--- config.mk ---
export PLATFORM = sky130hd
export DESIGN_NAME = qpu_exu_bjp_commit
export DESIGN_NICKNAME = d
export VERILOG_FILES = /design/src/rtl/qpu_exu_bjp_commit.sv
export SDC_FILE = /design/constraint.sdc
export NUM_CORES = 1
export LEC_CHECK = 0
export CAP_MARGIN = 10
export CELL_PAD_IN_SITES_DETAIL_PLACEMENT = 0
export CELL_PAD_IN_SITES_GLOBAL_PLACEMENT = 1
export CORE_MARGIN = 4
export CORE_UTILIZATION = 33
export CTS_CLUSTER_SIZE = 8
export DETAILED_ROUTE_END_ITERATION = 10
export HOLD_SLACK_MARGIN = 0.15
export PLACE_DENSITY_LB_ADDON = 0.1
export SLEW_MARGIN = 25
export SYNTH_ARGS = -nofsm -noshare
export SYNTH_HDL_FRONTEND = slang
export SYNTH_SLANG_ARGS = --single-unit
--- constraint.sdc ---
create_clock -name clk -period 10.24 [get_ports clk]
set_clock_uncertainty 0.1 [all_clocks]
set_input_delay 3.072 -clock clk [delete_from_list [all_inputs] [get_ports clk]]
set_output_delay 3.072 -clock clk [all_outputs]
set_load 0.02 [all_outputs]
--- src/rtl/qpu_exu_bjp_commit.sv ---
// Branch commit consumer: checks each predicted direction and holds a flush/redirect until fetch acks.
// Optional saturating branch/mispredict counters are compiled in with QPU_BJP_CMT_PERF_EN.
module qpu_exu_bjp_commit #(
  parameter int unsigned PC_W  = 32,
  parameter int unsigned CNT_W = 32
) (
  input  logic             clk,
  input  logic             rst_n,
  input  logic             cmt_i_valid,
  output logic             cmt_i_ready,
  input  logic             cmt_i_prdt,
  input  logic             cmt_i_rslv,
  input  logic [PC_W-1:0]  cmt_i_pc,
  input  logic [PC_W-1:0]  cmt_i_imm,
  output logic             flush_o_valid,
  input  logic             flush_o_ready,
  output logic [PC_W-1:0]  flush_o_pc,
  output logic             cmt_o_mispred,
  output logic             busy,
  input  logic             perf_clr,
  output logic [CNT_W-1:0] perf_branch_cnt,
  output logic [CNT_W-1:0] perf_mispred_cnt
);

  typedef enum logic [0:0] {StIdle, StFlush} state_e;

  state_e          state_q, state_d;
  logic [PC_W-1:0] flush_pc_q, flush_pc_d;
  logic [PC_W-1:0] tgt_pc;
  logic            mispred_q;
  logic            accept;
  logic            mispred;

  // Ready is a pure function of state so there is no valid->ready path.
  assign cmt_i_ready   = (state_q == StIdle);
  assign flush_o_valid = (state_q == StFlush);
  assign busy          = (state_q == StFlush);
  assign flush_o_pc    = flush_pc_q;
  assign cmt_o_mispred = mispred_q;

  assign accept  = cmt_i_valid && cmt_i_ready;
  assign mispred = cmt_i_prdt ^ cmt_i_rslv;
  assign tgt_pc  = cmt_i_rslv ? (cmt_i_pc + cmt_i_imm) : (cmt_i_pc + PC_W'(4));

  always_comb begin
    state_d    = state_q;
    flush_pc_d = flush_pc_q;
    unique case (state_q)
      StIdle: begin
        if (accept && mispred) begin
          state_d    = StFlush;
          flush_pc_d = tgt_pc;
        end
      end
      StFlush: begin
        if (flush_o_ready) state_d = StIdle;
      end
      default: state_d = StIdle;
    endcase
  end

  always_ff @(posedge clk) begin
    if (!rst_n) begin
      state_q    <= StIdle;
      flush_pc_q <= '0;
      mispred_q  <= 1'b0;
    end else begin
      state_q    <= state_d;
      flush_pc_q <= flush_pc_d;
      mispred_q  <= accept && mispred;
    end
  end

`ifdef QPU_BJP_CMT_PERF_EN
  logic [CNT_W-1:0] branch_cnt_q, branch_cnt_d;
  logic [CNT_W-1:0] mispred_cnt_q, mispred_cnt_d;

  // Clear wins over increment; both counters stick at all-ones.
  always_comb begin
    branch_cnt_d  = branch_cnt_q;
    mispred_cnt_d = mispred_cnt_q;
    if (perf_clr) begin
      branch_cnt_d  = '0;
      mispred_cnt_d = '0;
    end else if (accept) begin
      if (branch_cnt_q != '1) branch_cnt_d = branch_cnt_q + CNT_W'(1);
      if (mispred && (mispred_cnt_q != '1)) mispred_cnt_d = mispred_cnt_q + CNT_W'(1);
    end
  end

  always_ff @(posedge clk) begin
    if (!rst_n) begin
      branch_cnt_q  <= '0;
      mispred_cnt_q <= '0;
    end else begin
      branch_cnt_q  <= branch_cnt_d;
      mispred_cnt_q <= mispred_cnt_d;
    end
  end

  assign perf_branch_cnt  = branch_cnt_q;
  assign perf_mispred_cnt = mispred_cnt_q;
`else
  logic unused_perf_clr;
  assign unused_perf_clr  = perf_clr;
  assign perf_branch_cnt  = '0;
  assign perf_mispred_cnt = '0;
`endif

endmodule

# Yosys cells after proc, flatten, opt, wreduce, memory -nomap -nowiden
# Cells that the tools add are included.
# Widths: inputs -> output; s select.
[op_classes]
mux = 4
order_cmp = 0
eq_ne = 0
div = 0
add_sub_neg = 2
multipliers = 0
shifts = 0
n_reduce_logical = 3
bitwise_logic = 2
[op_table]
columns = ["operator", "count"]
rows = [
  ["$add 32x3->32 const B", 1],
  ["$add 32x32->32", 1],
  ["$mux 32", 1],
  ["$logic_and 1x1->1", 2],
  ["$mux 1", 2],
  ["$pmux 1 s2", 1],
  ["$reduce_and 2->1", 1],
  ["$not 1->1", 1],
  ["$xor 1x1->1", 1],
]
[totals]
mem_bits_ro = 0
output_inout_bits = 100
latchBits = 0
register_bits = 34
word_cells = 14
ramBits = 0
in_bits = 71
n_memories = 0

# Logic depth before layout (Yosys ltp)
# Gate-level depths: netlist (run 1).
[depth]
word_depth = 5
mapped_depth = 11
mapped_depth_nobuf = 11

# Worst setup path before layout (run 1)
# Ideal clock, no wire load.
[synth_path]
kind = "input -> register"
start = "input cmt_i_pc[0]"
end = "register flush_pc_q[30] (netlist: flush_o_pc[30])"
cell_stages = 11
setup_slack_ns = 4.552
setup_ns = 0.124
required_time_ns = 10.016
t_arrival_ns = 5.464
n_path_buf = 0
cell_sequence = "ha_1 > fa_1 > a21o_1 > a21o_2 > a211oi_1 > o32a_1 > a21oi_2 > o41ai_1 > o311a_1 > or4b_1 > o211ai_2"
[synth_between]
elab_chain_len = 2
elab_cells_between_ends = 3
cone_classes = "2 x add/sub; 1 x mux"
[synth_lines]
columns = ["item", "line_no", "source"]
rows = [
  ["start: declaration", "13", "input logic [PC_W-1:0] cmt_i_pc,"],
  ["$add 32x3->32 / $add 32x32->32 (equally long branches)", "43", "assign tgt_pc = cmt_i_rslv ? (cmt_i_pc + cmt_i_imm) : (cmt_i_pc + PC_W'(4));"],
  ["$mux 32 (*)", "43", ""],
  ["end signal: assignment", "69", "flush_pc_q <= flush_pc_d;"],
  ["end: declaration", "28", "logic [PC_W-1:0] flush_pc_q, flush_pc_d;"],
]
# Mark *: on every way between the ends. The rest lies on a longest branch, timed or not.
# A chain may end at the register's enable or synchronous reset.

# Worst setup path after layout (run 1)
# Ends and elaborated chain as after synthesis.

==> flow_results.org, run 1 <==
** Layout
- Counting the fill cells in the layout gives 1235.
- Non-filler instance count after layout :: 781
- Ratio of cells with drive above 1 in the final layout :: 0.02839
- Register cell area after layout :: 680.7 µm²
- Number of nets in the finished design :: ~740
- Multi-input gate area in the final layout :: 0.002957 mm²
- Fin area :: 0.005139 mm²
- Number of inserted diodes :: 0
- Synth-to-Final Area Change :: 27.39%

** Timing
- Setup violations remaining at the end of the flow were counted as 0.
- The worst pin sits at a relative slew slack of 0.3915.
- Setup repair after global routing left no endpoint under its margin.
- The final count of pins violating max slew came to 0.
- Sum Neg Setup Slack :: 0 ps
- Share of the clock period used by the worst path :: 0.6382
- Min Tclk post-route :: 6535 ps
- Final number of hold-violating endpoints :: 0
- Post-Route Hold Slack :: 366.7 ps
- Static timing analysis puts the maximum clock frequency at roughly 150 MHz.
- For the pin with the worst max-slew slack, the measured transition is 907.1 ps.

** Clock network
- Resize count post-CTS :: 0
- For this design, the sink count on the clock tree is 34.
- H-tree levels :: 2
- Clock-pin slew reported for the worst setup and hold paths after clock tree synthesis :: about 60 ps
- Inserted Clock Buffers :: 5
- The number of hold buffers added after CTS was 0.
- Latest clock arrival within the worst-skew pair :: 280 ps
- Clock tree synthesis selected as its root buffer the cell sky130_fd_sc_hd__clkbuf_16.
- The clock passes through at most 2 buffers.
- CTS tree :: yes
- # Post-CTS Setup Buffers :: 0

** Worst setup path
- Critical path launch point :: cmt_i_pc[0]
- Crit path capture type :: flip-flop
- Critical path class :: in -> reg
- STA classifies the critical path startpoint as an input pin.
- Required time of the worst setup path :: 10280 ps
- Data arrives at the worst endpoint at 6580 ps.
- Along the worst path, the maximum fanout reaches 5.
- The worst register-to-register path begins at busy.

** Detailed routing
- DRC marker count from the first detailed-route iteration :: roughly 160
- The routed design has 12.62 mm of wire.
- Vias post-DR :: about 4000
- After detailed routing, the number of remaining DRC violations is 0.
- Number of antenna-violating nets in the routed design :: 0
- Pre-Repair DR Iteration Count :: 4
- Average via count per standard cell :: 5.133
- In the final routed layout, each cell accounts on average for 16.16 µm.

** Synthesis
- Of the total synthesized cell area, the portion taken by AND, OR, NAND and NOR gates is 0.1979.
- Number of instances in the synthesized netlist :: 544
- Compound-Gate Fraction of Synth Area :: 0.2484
- Counting flops with an async set or reset pin after synthesis yields a share of 0.
- The synthesized netlist contains 60 unique library cells.
- By area the synthesized netlist is led by sky130_fd_sc_hd__dfxtp_1 17%, sky130_fd_sc_hd__buf_4 12%, sky130_fd_sc_hd__ha_1 9.9%.
- Library cell occupying the most area in the post-synthesis netlist :: sky130_fd_sc_hd__dfxtp_1
- Of the total synthesized cell area, the portion taken by full adders, half adders and majority gates is 0.1042.
- Post-synth EDFFs :: 0
- After synthesis, the largest family of logic cells by area is compound AO/OA/AOI/OAI gates.
- Mux cell area share after synthesis :: 0.009926
- Of the synthesized area, sequential elements account for 0.1687.
- The Yosys step of the flow raised 0 warnings.
- Ranking of synthesized cells by instance count :: 66 x sky130_fd_sc_hd__buf_4, 53 x sky130_fd_sc_hd__a21oi_1, 46 x sky130_fd_sc_hd__nor2_1, 43 x sky130_fd_sc_hd__nand2_1, 38 x sky130_fd_sc_hd__xnor2_1
- A synthesized cell averages approximately 7.4 µm².
- Summing every instance area after synthesis gives between 0.004 and 0.005 mm².
- FF+latch count, synth :: 34
- Xor and xnor area share after synthesis :: 0.1129
- Proportion of netlist area held by the largest area contributor :: 0.1687
- Most frequently used flop master after synthesis :: sky130_fd_sc_hd__dfxtp_1
- Dominant cell by count in the synthesized netlist :: sky130_fd_sc_hd__buf_4

** Placed design
- Port-buffer cells :: 105
- Routability Congestion :: 0.9210
- The number of placed instances, taps included, is about 770.
- Once placement finished, the instance area stood at 0.004940 mm².
- HPWL after DPL :: 10.09 mm

** Min path
- Worst hold path startpoint :: flush_o_pc[14]
- Worst hold path type :: reg -> reg

** Power and ir drop
- Summed over all nets, the switching power comes to 210.3 µW.
- Of the total power, combinational logic draws 0.412.
- Peak supply drop :: ~65 µV
- The share of total power dissipated in the clock network is 0.340.
- Of the total power, registers draw 0.247.
- Sw Ratio :: 0.3479
- In this run the power density over the cells is 117.7 mW/mm².
- Leakage power summed over all cells :: around 2.1 nW
- Internal power comes to 394.3 µW.

** Status
- The flow ran to the end, and the final reports show no timing, DRC or antenna violations.

** Global routing
- The number of global-route vias before repair was 3760.
- Entering global routing, the biggest net connects between 40 and 50 pins.
- Initial antenna violation count :: 0
- The first global-routing pass estimated 19.91 mm of wire.
- Total track usage :: 0.1721
- For this run the aggregate overflow at the end of global routing stands at 0.

** Run
- Across the run, the number of max-cap violations was 0.

** Die
- In this run the core area contains 40 standard-cell rows.
- DIE HEIGHT :: approximately 120 µm
- Boundary pin count :: 171
- The floorplan step set the die width to ~120 µm.
- Effective utilization at floorplan :: 0.3358
- The floorplan step defined a die boundary enclosing 0.01406 mm².
- The core region is 0.01201 mm².
-- kinds of logic after synthesis --
group | count (synthesis)
AOI/OAI and AO/OA | 154
xor gates and xnor gates | 52
adders and majority gates | 33
buffers and inverters | 102
DFF | 34
muxes | 4
other | 1
and+or+nand+nor | 164
-- path summary, 6_finish.rpt --
check                                       to  slack [ps]  cells after the start
worst max-delay path            flush_o_pc[30]        3700                     12
worst min-delay path            flush_o_pc[14]         370                      2
worst max register to register  flush_o_pc[30]        7780                      5
worst min register to register  flush_o_pc[14]         370                      2
-- per-stage QoR --
stage	setup slack (ps)	utilization	power (mW)
6_report	3705	0.4278	0.6046
5_1_grt	3599	0.4278	0.6385
4_1_cts	3763	0.4278	0.6093
3_5_place_dp	3484	0.4113	0.4010
3_3_place_gp	3478	0.4113	0.3999
2_1_floorplan	4552	-	0.3287
-- cells in the final DEF (no fill, tap or decap), drive strengths merged, types with 5 or more instances in the layout --
master         synthesis  final
dfxtp                 34     34
a21oi                 54     54
xnor2                 38     38
nand4                  9      9
o21bai                 8      8
inv                   13     13
a211oi                16     16
nand3                 21     21
clkdlybuf4s50          0    105
nor2                  46     46
a22oi                  8      8
and3                  12     12
o21ai                 22     22
nand2                 43     43
xor2                  14     14
clkbuf                18      6
conb                   1     64
ha                    32     32
a31oi                  6      6
o211ai                 5      5
a21o                  11     11
nor3                   5      5
-- power by group through the flow --
stage               registers [mW]  logic (mW)  clock network [mW]
CTS                          0.150       0.250               0.210
global placement             0.152       0.248                   0
floorplan                    0.164       0.164                   0
global route                 0.151       0.272               0.216
detailed placement           0.153       0.248                   0
finish                       0.149       0.249               0.206
-- sequential cells by signal, summed over array words and instances (netlist names) --
name / count
cmt_o_mispred: 1
flush_o_pc: 32
busy: 1
-- routing by layer --
metal,GRT usage,wire length (µm),up-vias
met1,0.2488,6073,1843
met5,0,0,-
met4,0.03403,94,0
li1,-,-,2008
met3,0.02823,831,7
met2,0.2696,5622,151
-- cell type report --
cell class	count	area share
tap	147	0.03579
multi-input combinational	471	0.5754
inverter	14	0.01023
clock buffer	6	0.02703
timing repair buffer	107	0.2075
clock inverter	2	0.01169
sequential	34	0.1325
-- worst max-delay path: stages --
cell and delay [ps]:
sky130_fd_sc_hd__clkdlybuf4s50_1 430, sky130_fd_sc_hd__ha_1 240, sky130_fd_sc_hd__fa_1 400, sky130_fd_sc_hd__a21o_1 190
sky130_fd_sc_hd__a21o_2 230, sky130_fd_sc_hd__a211oi_1 380, sky130_fd_sc_hd__o32a_1 380, sky130_fd_sc_hd__a21oi_2 120
sky130_fd_sc_hd__o41ai_1 650, sky130_fd_sc_hd__o311a_1 280, sky130_fd_sc_hd__or4b_1 120, sky130_fd_sc_hd__o211ai_2 80
(Power assumes the default switching activity.)
==> run 2, diff against run 1 <==
CORE_UTILIZATION = 30   (was 33)
clock period = 6.6 ns   (was 10.24 ns; I/O delays follow)
==> flow_results.org, run 2 (same netlist as run 1, synthesis figures left out) <==
** Status
- Run status :: finished, final reports clean

** Global routing
- GRT Residual Overflow :: 0
- The first global-routing pass estimated 20.01 mm of wire.
- Vias in the first global route :: around 3800
- Entering global routing, the biggest net connects 47 pins.
- The initial antenna violation count came to 0.
- Total track usage :: 0.1658

** Die
- Core region area :: 0.01319 mm²
- Boundary pin count :: between 150 and 200
- The initialized floorplan defines 42 standard-cell rows.
- Area of the die :: 0.01536 mm²
- The floorplan step set the die height to between 100 and 150 µm.
- Horiz. Die Dim :: 124.0 µm
- Effective utilization at floorplan :: 0.3058

** Layout
- Register cell area after layout :: 680.7 µm²
- The library cells used most frequently in the layout, excluding fill and tap cells, are 105 x sky130_fd_sc_hd__clkdlybuf4s50_1, 64 x sky130_fd_sc_hd__conb_1, 53 x sky130_fd_sc_hd__a21oi_1.
- Leaving out fill and tap cells, the most frequent cell in the layout is sky130_fd_sc_hd__clkdlybuf4s50_1.
- Number of nets in the finished design :: 740
- Multi-input gate area in the final layout :: 0.002957 mm²
- Number of inserted diodes :: 0
- Synth-to-Final Area Change :: 28.10%
- Fill cells in the final layout number 1375.
- Ratio of cells with drive above 1 in the final layout :: 0.03145
- The register with the most flip-flops in the layout has 32 of them.
- Summing all non-filler instances in the final layout gives an area of 0.005167 mm².

** Placed design
- Placed cell area :: ~0.005 mm²
- HPWL after DPL :: 10.33 mm
- The congestion estimate from routability-driven global placement came to 0.9189.
- In this run the tool buffered the top-level ports with 105 buffer cells.

** Min path
- Worst hold path type :: reg -> reg

** Clock network
- Inserted Clock Buffers :: 5
- Buffer levels on the longest clock path :: 2
- Resize count post-CTS :: 0
- After clock tree synthesis, the flow added hold-fix buffers numbering 0.
- CTS root buffer :: sky130_fd_sc_hd__clkbuf_16
- Clock-pin slew reported for the worst setup and hold paths after clock tree synthesis :: approximately 60 ps
- H-tree levels :: 2
- # Post-CTS Setup Buffers :: 0
- Latest clock arrival within the worst-skew pair :: 280 ps
- TritonCTS built the clock tree.
- Clock Sink Count :: 34

** Worst setup path
- Endpoint arrival time on the critical path :: roughly 5500 ps
- Cell type group with the largest total delay on the critical path :: compound AO/OA/AOI/OAI gates
- In this run the worst path has a maximum fanout of 5.
- Startpoint type of the worst setup path :: input pin
- Critical path class :: in -> reg
- Highest cell delay on the worst timing path :: 650 ps
- Master of the slowest instance on the critical path :: sky130_fd_sc_hd__o41ai_1
- STA classifies the critical path endpoint as a flip-flop.
- Required time of the worst setup path :: 6670 ps
- Buffer and inverter count on the worst path :: 1
- The critical path goes through clkdlybuf4s50_1, ha_1, fa_1, a21o_1, a21o_2, a211oi_1, o32a_1, a21oi_2, o41ai_1, o311a_1, or4b_1, o211ai_2.

** Timing
- Post-Route Hold Slack :: between 300 and 400 ps
- Slew at the pin closest to its max-slew limit :: 814.5 ps
- For this run, the top clock speed supported by timing is 185.6 MHz.
- Finish-stage setup viols :: 0
- RSZ-0062 raised after global routing :: false
- Tightest slew margin relative to the limit :: 0.4550
- Min Tclk post-route :: 5387 ps
- Final Max Tran Viols :: 0
- The final count of hold timing violations was 0.
- Sum Neg Setup Slack :: 0 ps
- Share of the clock period used by the worst path :: 0.8162

** Detailed routing
- Average via count per standard cell :: between 4 and 5
- For this run, the detailed router's first-pass iteration total came to 4.
- After detailed routing, the average wire length per cell comes to 16.00 µm.
- # DRC :: 0
- DRC marker count from the first detailed-route iteration :: approximately 170
- The routed layout has 4037 vias.
- The count of nets left with antenna violations once routing finished came out at 0.
- The final layout contains routed wiring with a total length of around 13 mm.

** Power and ir drop
- Leakage power summed over all cells :: between 2 and 2.5 nW
- Total power divided by cell area :: 174.0 mW/mm²
- VDD sags by at most 98.41 µV.

** Run
- Max-cap check violation count :: 0
-- run 2: changes by cell type in the layout (fill, tap and decap cells not counted), sizes merged --
| cell | delta |
|---|---|
| buf | +3 |
| bufinv | -1 |
-- run 2: cell type report --
type	count	area share
clock buffers	6	0.02688
clock inverters	1	0.005811
inverters	14	0.01017
multi-input cells	471	0.5722
flip-flops and latches	34	0.1317
well taps	176	0.04261
repair buffers	110	0.2107
-- run 2: per-layer routing --
metal,global-route usage,share of wire,wire length (µm),vias to the layer above
met5,0,0,0,-
li1,-,-,-,2007
met1,0.2387,0.48,6190,1865
met2,0.2568,0.43,5640,147
met3,0.01907,0.069,892,18
met4,0.05544,0.021,272,0
-- run 2: report_power, final --
group	internal, mW	switching, mW
Sequential	0.222	0.00966
Clock	0.186	0.0923
Combinational	0.164	0.225
-- run 2: path summary, 6_finish.rpt --
kind,from,end,slack (ps),cells past startpoint
worst min-delay path,flush_o_pc[14],flush_o_pc[14],360,2
worst min register to register,flush_o_pc[14],flush_o_pc[14],360,2
worst max register to register,busy,flush_o_pc[30],4550,6
worst max-delay path,cmt_i_pc[0],flush_o_pc[30],1210,12
-- run 2: through the flow --
step           power (mW)  utilization  cells  setup slack, ps
3_3_place_gp       0.6233       0.3790    805            939.7
3_5_place_dp       0.6240       0.3790    805            919.4
4_1_cts            0.9058       0.3918    812             1191
6_report           0.8993       0.3918    812             1213
5_1_grt            0.9561       0.3918    812            972.9
2_1_floorplan      0.5100            -    607             2004
-- run 2: worst register-to-register path: stages (launching register included) --
cell and delay [ps]:
sky130_fd_sc_hd__dfxtp_1 330, sky130_fd_sc_hd__inv_1 80, sky130_fd_sc_hd__and3_1 150, sky130_fd_sc_hd__buf_4 240
sky130_fd_sc_hd__and2_1 490, sky130_fd_sc_hd__or4b_1 500, sky130_fd_sc_hd__o211ai_2 80
==> RTL change, RTL diff (settings of run 2) <==
Build with the macro `QPU_BJP_CMT_PERF_EN` defined.
--- a/src/rtl/qpu_exu_bjp_commit.sv
+++ b/src/rtl/qpu_exu_bjp_commit.sv
@@ -1,4 +1,6 @@
 // Branch commit consumer: checks each predicted direction and holds a flush/redirect until fetch acks.
 // Optional saturating branch/mispredict counters are compiled in with QPU_BJP_CMT_PERF_EN.
+`define QPU_BJP_CMT_PERF_EN
+
 module qpu_exu_bjp_commit #(
   parameter int unsigned PC_W  = 32,
Function: changed (Yosys sat finds a counterexample within 4 cycles, from zero or initial values and one cycle with rst_n low).
==> RTL change against run 2 <==
  * Area after synthesis is 61% higher
  * Wire length grew 65%
  * Sequential share of layout area increased by 9.2 points
  * Power increased by 71%
  * Synthesized cell count grew 56%
  * Sequential cell count up 64
  * Final area up 70%
  * Hold slack got worse by 0.0061 ns
  * Setup slack better by 0.67 ns
  * Largest cell class unchanged
==> RTL change: results (changes against run 2) <==
| Metric | Value |
|---|---|
| Status | `complete, no violations (unchanged)` |
| HP Start | `flush_o_pc[10] (was flush_o_pc[14])` |
| Drt total wl | `21400 um (was 13000 um)` |
| Largest net degree at the start of global routing | `65 (was 47)` |
| Synth area leaders | `dfxtp_1 30%, ha_1 6.6%, nor2_1 6.5% (was dfxtp_1 17%, buf_4 12%, ha_1 9.9%)` |
| Htree depth | `3 (was 2)` |
| Cts bufs inserted | `9 (was 5)` |
| Post-route setup slack | `1.88 ns (was 1.21 ns)` |
| RD Place Congestion | `0.830 (was 0.919)` |
| Synth cell count leaders | `113 x nor2_1, 98 x dfxtp_1, 81 x a21oi_1 (was 66 x buf_4, 53 x a21oi_1, 46 x nor2_1)` |
| Sequential-to-total area share from yosys stat | `0.302 (was 0.169)` |
| Vias | `6527 (was 4037)` |
| DRT Pass-1 Iters | `5 (was 4)` |
| Placed inst area | `8470 sq um (was 5000 sq um)` |
| Layout cells sized above 1 | `0.0427 (was 0.0314)` |
| Worst-path fanout max | `4 (was 5)` |
| Post-synth cell types | `64 (was 60)` |
| CP max stage cell | `or4b_1 (was o41ai_1)` |
| Arrival time at the worst endpoint | `4.90 ns (was 5.45 ns)` |
| Total GRT Usage | `0.174 (was 0.166)` |
| Vias in the first global route | `6205 (was 3831)` |
| Hold crit path type | `register to register (unchanged)` |
| PortBufs | `170 (was 105)` |
| DRC Markers | `0 (unchanged)` |
| Reg2reg start | `perf_branch_cnt[3] (was busy)` |
| CP delay by family, top | `compound AO/OA/AOI/OAI gates (unchanged)` |
| Final hold slack | `0.358 ns (was 0.364 ns)` |
| Post-Syn Nets | `953` |
| Hold endpoint | `flush_o_pc[10] (was flush_o_pc[14])` |
| Clock tree buffer depth | `2 (unchanged)` |
| Worst-path clk slew | `0.08 ns (was 0.06 ns)` |
| FF-to-FF path depth | `7 (was 6)` |
| Syn Inst Count | `847 (was 544)` |
| Clk_lat worst skew | `0.35 ns (was 0.28 ns)` |
| Layout net count | `1109 (was 740)` |
| Place WS | `1.52 ns (was 0.919 ns)` |
| DR iter-0 viols | `313 (was 174)` |
| Global-route wire length before repair | `33900 um (was 20000 um)` |
| RR Endpoint | `perf_branch_cnt[31] (was flush_o_pc[30])` |
| Crit path capture | `flush_o_pc[20] (was flush_o_pc[30])` |
| Slew headroom | `0.445 (was 0.455)` |
| Dpl cells | `1267 (was 805)` |
| Reg2reg setup slack | `3.86 ns (was 4.55 ns)` |
| Post-DP HPWL | `16400 um (was 10300 um)` |
| Vias per cell | `5.09 (was 4.97)` |
-- RTL change: power breakdown --
group / leakage [nW] / switching [mW] / internal [mW]
clock network: 0.146 / 0.268 / 0.275
logic: 2.09 / 0.211 / 0.163
registers: 0.794 / 0.0109 / 0.609
-- RTL change: cell type report --
cell class                 instances  area [sq um]
inverter                          25          93.8
sequential                        98          1960
timing repair buffer             178          1760
multi-input combinational        691          4310
tap                              275           344
clock buffer                      10           239
fill                            2200         12400
clock inverter                     6          55.1
-- RTL change: cells by family after synthesis --
group,share of synthesized area
multiplexers,0.00925
AND/OR/NAND/NOR,0.271
flip-flops,0.302
XOR/XNOR,0.119
adder cells (fa/ha/maj),0.0686
buffers and inverters,0.0347
AO/OA/AOI/OAI,0.195
-- RTL change: per-layer routing --
metal	track usage	up-vias	wire length, um
li1	-	3367	-
met1	0.249	2985	10500
met2	0.276	158	9580
met3	0.0225	17	923
met4	0.0479	0	357
met5	0	-	0
